**src/rtl/pipeline_hazard_ctrl_pkg.sv**
```systemverilog
// Shared types and widths for the pipeline sequencing controller.
// Imported by the hazard controller and the load-use detector.
package cpu_ctrl_pkg;

    localparam int REG_W = 3;
    localparam int PC_W  = 16;

    typedef enum logic [2:0] {
        BOOT,
        RUN,
        STALL,
        DRAIN,
        HALTED
    } ctrl_state_t;

    // Remaining bubbles after the first hazard cycle (LOAD_STALL is 1..3).
    typedef logic [1:0] stall_rem_t;

endpackage

```
**src/rtl/pipeline_hazard_ctrl_load_use_detect.sv**
```systemverilog
// Combinational load-use compare: EX load writing a register ID reads.
// R0 is a real register, so index 0 is compared like any other.
module load_use_detect #(
    parameter int REG_W = cpu_ctrl_pkg::REG_W
) (
    input  logic [REG_W-1:0] id_rs1,
    input  logic [REG_W-1:0] id_rs2,
    input  logic             id_use_rs1,
    input  logic             id_use_rs2,
    input  logic             ex_mem_read,
    input  logic [REG_W-1:0] ex_rd,
    output logic             hazard
);

    logic hit1;
    logic hit2;

    assign hit1   = id_use_rs1 && (id_rs1 == ex_rd);
    assign hit2   = id_use_rs2 && (id_rs2 == ex_rd);
    assign hazard = ex_mem_read && (hit1 || hit2);

endmodule

```
**src/rtl/pipeline_hazard_ctrl.sv**
```systemverilog
// Central pipeline sequencer: boot, load-use stalls, branch redirect,
// HALT drain, and saturating stall/flush performance counters.
module pipeline_hazard_ctrl #(
    parameter int REG_W       = cpu_ctrl_pkg::REG_W,
    parameter int PC_W        = cpu_ctrl_pkg::PC_W,
    parameter int BOOT_CYCLES = 2,
    parameter int LOAD_STALL  = 1,
    parameter int CNT_W       = 16
) (
    input  logic             clk,
    input  logic             reset,
    input  logic [REG_W-1:0] id_rs1,
    input  logic [REG_W-1:0] id_rs2,
    input  logic             id_use_rs1,
    input  logic             id_use_rs2,
    input  logic             id_halt,
    input  logic             ex_mem_read,
    input  logic [REG_W-1:0] ex_rd,
    input  logic             ex_branch_taken,
    input  logic [PC_W-1:0]  ex_branch_target,
    input  logic             wb_halt,
    output logic             enablePC,
    output logic             ifid_hold,
    output logic             Flush1,
    output logic             Flush2,
    output logic             Flush3,
    output logic             imJumpFlag,
    output logic [PC_W-1:0]  imJump,
    output logic             halted,
    output logic [CNT_W-1:0] stall_cnt,
    output logic [CNT_W-1:0] flush_cnt
);

    import cpu_ctrl_pkg::*;

    localparam int BCW =
        (BOOT_CYCLES > 1) ? $clog2(BOOT_CYCLES) : 1;
    localparam logic [BCW-1:0] BOOT_LAST =
        (BOOT_CYCLES > 1) ? BCW'(BOOT_CYCLES - 1) : '0;
    localparam stall_rem_t STALL_INIT =
        stall_rem_t'((LOAD_STALL > 1) ? LOAD_STALL - 1 : 0);

    ctrl_state_t    state;
    ctrl_state_t    state_nx;
    logic [BCW-1:0] boot_cnt;
    logic [BCW-1:0] boot_cnt_nx;
    stall_rem_t     rem;
    stall_rem_t     rem_nx;
    logic           hazard;
    logic           stall_inc;
    logic           flush_inc;

    load_use_detect #(
        .REG_W(REG_W)
    ) u_lud (
        .id_rs1     (id_rs1),
        .id_rs2     (id_rs2),
        .id_use_rs1 (id_use_rs1),
        .id_use_rs2 (id_use_rs2),
        .ex_mem_read(ex_mem_read),
        .ex_rd      (ex_rd),
        .hazard     (hazard)
    );

    always_ff @(posedge clk or negedge reset) begin
        if (!reset) begin
            state    <= BOOT;
            boot_cnt <= '0;
            rem      <= '0;
        end else begin
            state    <= state_nx;
            boot_cnt <= boot_cnt_nx;
            rem      <= rem_nx;
        end
    end

    always_comb begin
        state_nx    = state;
        boot_cnt_nx = boot_cnt;
        rem_nx      = rem;
        enablePC    = 1'b0;
        ifid_hold   = 1'b0;
        Flush1      = 1'b0;
        Flush2      = 1'b0;
        Flush3      = 1'b0;
        imJumpFlag  = 1'b0;
        imJump      = '0;
        halted      = 1'b0;
        stall_inc   = 1'b0;
        flush_inc   = 1'b0;
        unique case (state)
            BOOT: begin
                Flush1 = 1'b1;
                Flush2 = 1'b1;
                Flush3 = 1'b1;
                if (boot_cnt == BOOT_LAST) begin
                    state_nx = RUN;
                end else begin
                    boot_cnt_nx = boot_cnt + 1'b1;
                end
            end
            RUN: begin
                // Branch beats hazard and squashes a younger HALT.
                if (ex_branch_taken) begin
                    imJumpFlag = 1'b1;
                    imJump     = ex_branch_target;
                    enablePC   = 1'b1;
                    Flush1     = 1'b1;
                    Flush2     = 1'b1;
                    flush_inc  = 1'b1;
                end else if (hazard) begin
                    ifid_hold = 1'b1;
                    Flush2    = 1'b1;
                    stall_inc = 1'b1;
                    if (LOAD_STALL > 1) begin
                        state_nx = STALL;
                        rem_nx   = STALL_INIT;
                    end
                end else if (id_halt) begin
                    Flush1   = 1'b1;
                    state_nx = DRAIN;
                end else begin
                    enablePC = 1'b1;
                end
            end
            STALL: begin
                ifid_hold = 1'b1;
                Flush2    = 1'b1;
                stall_inc = 1'b1;
                rem_nx    = rem - 1'b1;
                if (rem <= 2'd1) begin
                    state_nx = RUN;
                end
            end
            DRAIN: begin
                Flush1 = 1'b1;
                if (wb_halt) begin
                    state_nx = HALTED;
                end
            end
            HALTED: begin
                Flush1 = 1'b1;
                halted = 1'b1;
            end
            default: begin
                state_nx = BOOT;
            end
        endcase
    end

    always_ff @(posedge clk or negedge reset) begin
        if (!reset) begin
            stall_cnt <= '0;
            flush_cnt <= '0;
        end else begin
            if (stall_inc && (stall_cnt != '1)) begin
                stall_cnt <= stall_cnt + 1'b1;
            end
            if (flush_inc && (flush_cnt != '1)) begin
                flush_cnt <= flush_cnt + 1'b1;
            end
        end
    end

endmodule
```
**config.mk**
```make
export PLATFORM = sky130hd
export DESIGN_NAME = pipeline_hazard_ctrl
export DESIGN_NICKNAME = d
export VERILOG_FILES = /design/src/rtl/pipeline_hazard_ctrl_pkg.sv /design/src/rtl/pipeline_hazard_ctrl_load_use_detect.sv /design/src/rtl/pipeline_hazard_ctrl.sv
export SDC_FILE = /design/constraint.sdc
export NUM_CORES = 1
export LEC_CHECK = 0
export BUFFER_PORTS_ARGS = -buffer_cell sky130_fd_sc_hd__clkbuf_2
export CAP_MARGIN = 20
export CORE_MARGIN = 5
export CORE_UTILIZATION = 45
export DETAILED_ROUTE_END_ITERATION = 12
export HOLD_SLACK_MARGIN = 0.06
export PLACE_DENSITY = 0.75
export SETUP_SLACK_MARGIN = 0.5
export SLEW_MARGIN = 10
export SYNTH_ARGS = -nofsm -noshare
export SYNTH_HDL_FRONTEND = slang
export SYNTH_SLANG_ARGS = --single-unit
```
**constraint.sdc**
```tcl
create_clock -name clk -period 5.45 [get_ports clk]
set_input_delay 1.09 -clock clk [delete_from_list [all_inputs] [get_ports clk]]
set_output_delay 1.09 -clock clk [all_outputs]
set_load 0.05 [all_outputs]
```
==> impl_metrics.yaml <==
floorplanning:
  die_width_um: 79.72
  core_area_mm2: 0.004723
  ioPinCount: 88
  die-area_mm2: 0.006354
  dieHeight_um: 79.72
  rows: 25
  start_util: 0.4630
synthesis:
  syn_inst: 208
  synth_nets: 244
  ys_seq_area_frac: 0.4348
  yosys_warnings: 0
  yosysTopAreaCell: "dfrtp_1"
  synth_edf_count: 0
  synth_area_mm2: 0.002187
  avgSynthCellArea_um2: 10.51
  post_synth_num_cell_types: 46
  yosysTopAreaCellShare: 0.4348
  synth_flop_cell: "dfrtp_1"
  synth.ff_latch_count: 38
  synthArstFlopShare: 1.000
  synth_area_leaders: "dfrtp_1 43%, xnor2_1 9.2%, xor2_1 5.2%"
setup_path:
  r2r_end: "flush_cnt[9]"
  path_max_fanout: 4
  r2r-start: "state[1]"
  crit_required_ns: 4.36
  critPathLaunch: "ex_rd[0]"
  cpMostUsedCell: "clkbuf_2"
  cp-start-kind: "input port"
  worstPathCellList: "clkbuf_2 -> xnor2_1 -> nand4_1 -> a21boi_0 -> nor2b_1 -> nor3_1 -> o22ai_1 -> clkbuf_2"
  crit_type: "input port to output port"
  cp_data_arrival_time_ns: 2.62
  reg2reg_slack_ns: 3.01
  critPathMaxStageDelay_ns: 0.42
  slowest_stage: "a21boi_0"
  end_kind: "output port"
  worst_r2r_path_depth: 5
finish:
  areaGrowthSynthToFinish_pct: 27.17
  drive_gt1_frac: 0.3973
  layout_common_cells: "87 x clkbuf_2, 38 x dfrtp_1, 23 x xnor2_1"
  nNetsFinal: 332
  final_common_cell: "clkbuf_2"
  nFillCells: 433
  stdcell_area_mm2: 0.002781
  diodes: 0
run:
  drv_cap: 0
power:
  clkPwrFrac: 0.187
  ir_worst_vdd_v: 0.0002460
  power.internal_uw: 625.2
  seqPwrFrac: 0.335
  pwr_density_cell_mw_per_mm2: 437.8
  p_sw_uw: 592.5
  comb_power_share: 0.478
  leakage_uw: 0.001378
  swShare: 0.4865
clock_network:
  cts_buffer_depth: 2
  ctsResizeCount: 0
  clk_pin_slew_worst_paths_ns: 0.07
  cts_made_buffers: 5
  post_cts_buffers: 0
  ctsRootBufferMaster: "clkbuf_8"
  htreeDepth: 2
  cts-hold-fix-buffers: 0
  clock_latency_ns: 0.28
  cts_tree: "built"
  cts.sinks: 38
grt:
  grt_remaining_overflow: 0
  grt_max_degree: 39
  grt_pass1_vias: 1847
  grt_usage: 0.1574
  antenna_found_initial: 0
  grt_pass1_wl_um: 7962
min_path:
  min_delay_path_depth: 1
  holdCritPathClass: "register to register"
  hold_start: "rem[0]"
  min_to: "rem[0]"
timing:
  tns_ns: 0
  hold_viol: 0
  fin_crit_ns: 3.707
  whs_ns: 0.4755
  skew_ns: 0.005080
  setup_viol: 0
  clock.fmax_mhz: 269.7
  rsz0062_at_grt: "no"
  worst_pin_slew_ns: 0.9171
  slew_headroom: 0.3886
  maxSlewViolCount: 0
  post-route-period-util: 0.6802
placed_design:
  place_hpwl_um: 3554
  placedInstanceArea_mm2: 0.002675
  globalplace.congestion: 0.7673
  portBuffers: 87
detailed_routing:
  vias: 1759
  routedWlPerCell_um: 12.38
  viasPerCell: 4.832
  dr.pass1.iters: 4
  antenna_left: 0
  drt_iter0_markers: 44
  wirelength_um: 4507
  drcViolationCount: 0
outcome:
  status: "completed"
cells by family after synthesis:
family                     Yosys count  synth area share
xor gates and xnor gates            36            0.1442
DFF                                 38            0.4348
adders and majority gates            3           0.01716
muxes                                2          0.009725
and+or+nand+nor                     98            0.2935
buffers and inverters               15           0.02974
AOI/OAI and AO/OA                   16           0.07094
cell usage after synthesis, types with 2 or more instances:
cell type,n
nor4_2,4
nand4_1,9
nor3_1,3
nor3b_1,2
xor2_1,13
and3_1,2
xnor2_1,23
nand2_1,17
a21oi_1,3
nand3_1,9
o21bai_1,2
clkbuf_1,4
and2_1,17
ha_1,3
nor3_2,7
dfrtp_1,38
nor2_1,14
and2b_1,2
inv_1,9
power by group through the flow:
stage	registers, uW	logic, uW	clock network [uW]
2_1_floorplan	509	363	0
3_3_place_gp	412	580	0
3_5_place_dp	413	587	0
4_1_cts	408	589	234
5_1_grt	419	626	248
6_report	408	582	228
per-layer routing:
| metal | global-route usage | vias to the layer above | routed length [um] | part of all wire |
|---|---|---|---|---|
| met5 | 0 | - | 0 | 0 |
| met4 | 0.06014 | 0 | 17 | 0.0038 |
| met3 | 0.03837 | 4 | 353 | 0.078 |
| met2 | 0.2721 | 71 | 2179 | 0.48 |
| met1 | 0.1874 | 804 | 1956 | 0.43 |
| li1 | - | 880 | - | - |
critical path: cells and delay by family:
kind                   cells  cell delay (ns)
AO/OA/AOI/OAI              2             0.52
AND/OR/NAND/NOR            3             0.47
buffers and inverters      2             0.35
XOR/XNOR                   1             0.18
worst max-delay path by stage:
stage / end / depth (start not counted)
finish: Flush1 / 8
global route: Flush1 / 8
CTS: Flush1 / 8
detailed placement: Flush1 / 8
global placement: Flush1 / 8
floorplan: enablePC / 6
final cells by class:
cell class | instances | area (um^2) | area share
Sequential cell | 38 | 950.9 | 0.3419
Tap cell | 67 | 83.83 | 0.03014
Multi-Input combinational cell | 155 | 1171 | 0.4211
Clock inverter | 1 | 30.03 | 0.01080
Inverter | 9 | 33.78 | 0.01215
Timing Repair Buffer | 87 | 435.4 | 0.1565
Clock buffer | 7 | 76.32 | 0.02744
metrics by stage:
step,worst slack [ns],instances,util,power [uW]
floorplan,1.657,208,-,871.5
global placement,1.789,356,0.5664,991.9
detailed placement,1.728,356,0.5664,1000
CTS,1.722,364,0.5889,1231
global route,1.535,364,0.5889,1292
finish,1.743,364,0.5889,1218
state kept, by name, summed over array words and instances, names as in the netlist:
name / flops
stall_cnt: 16
boot_cnt: 1
flush_cnt: 16
state: 3
rem: 2
Power figures use the tool's default switching activity.
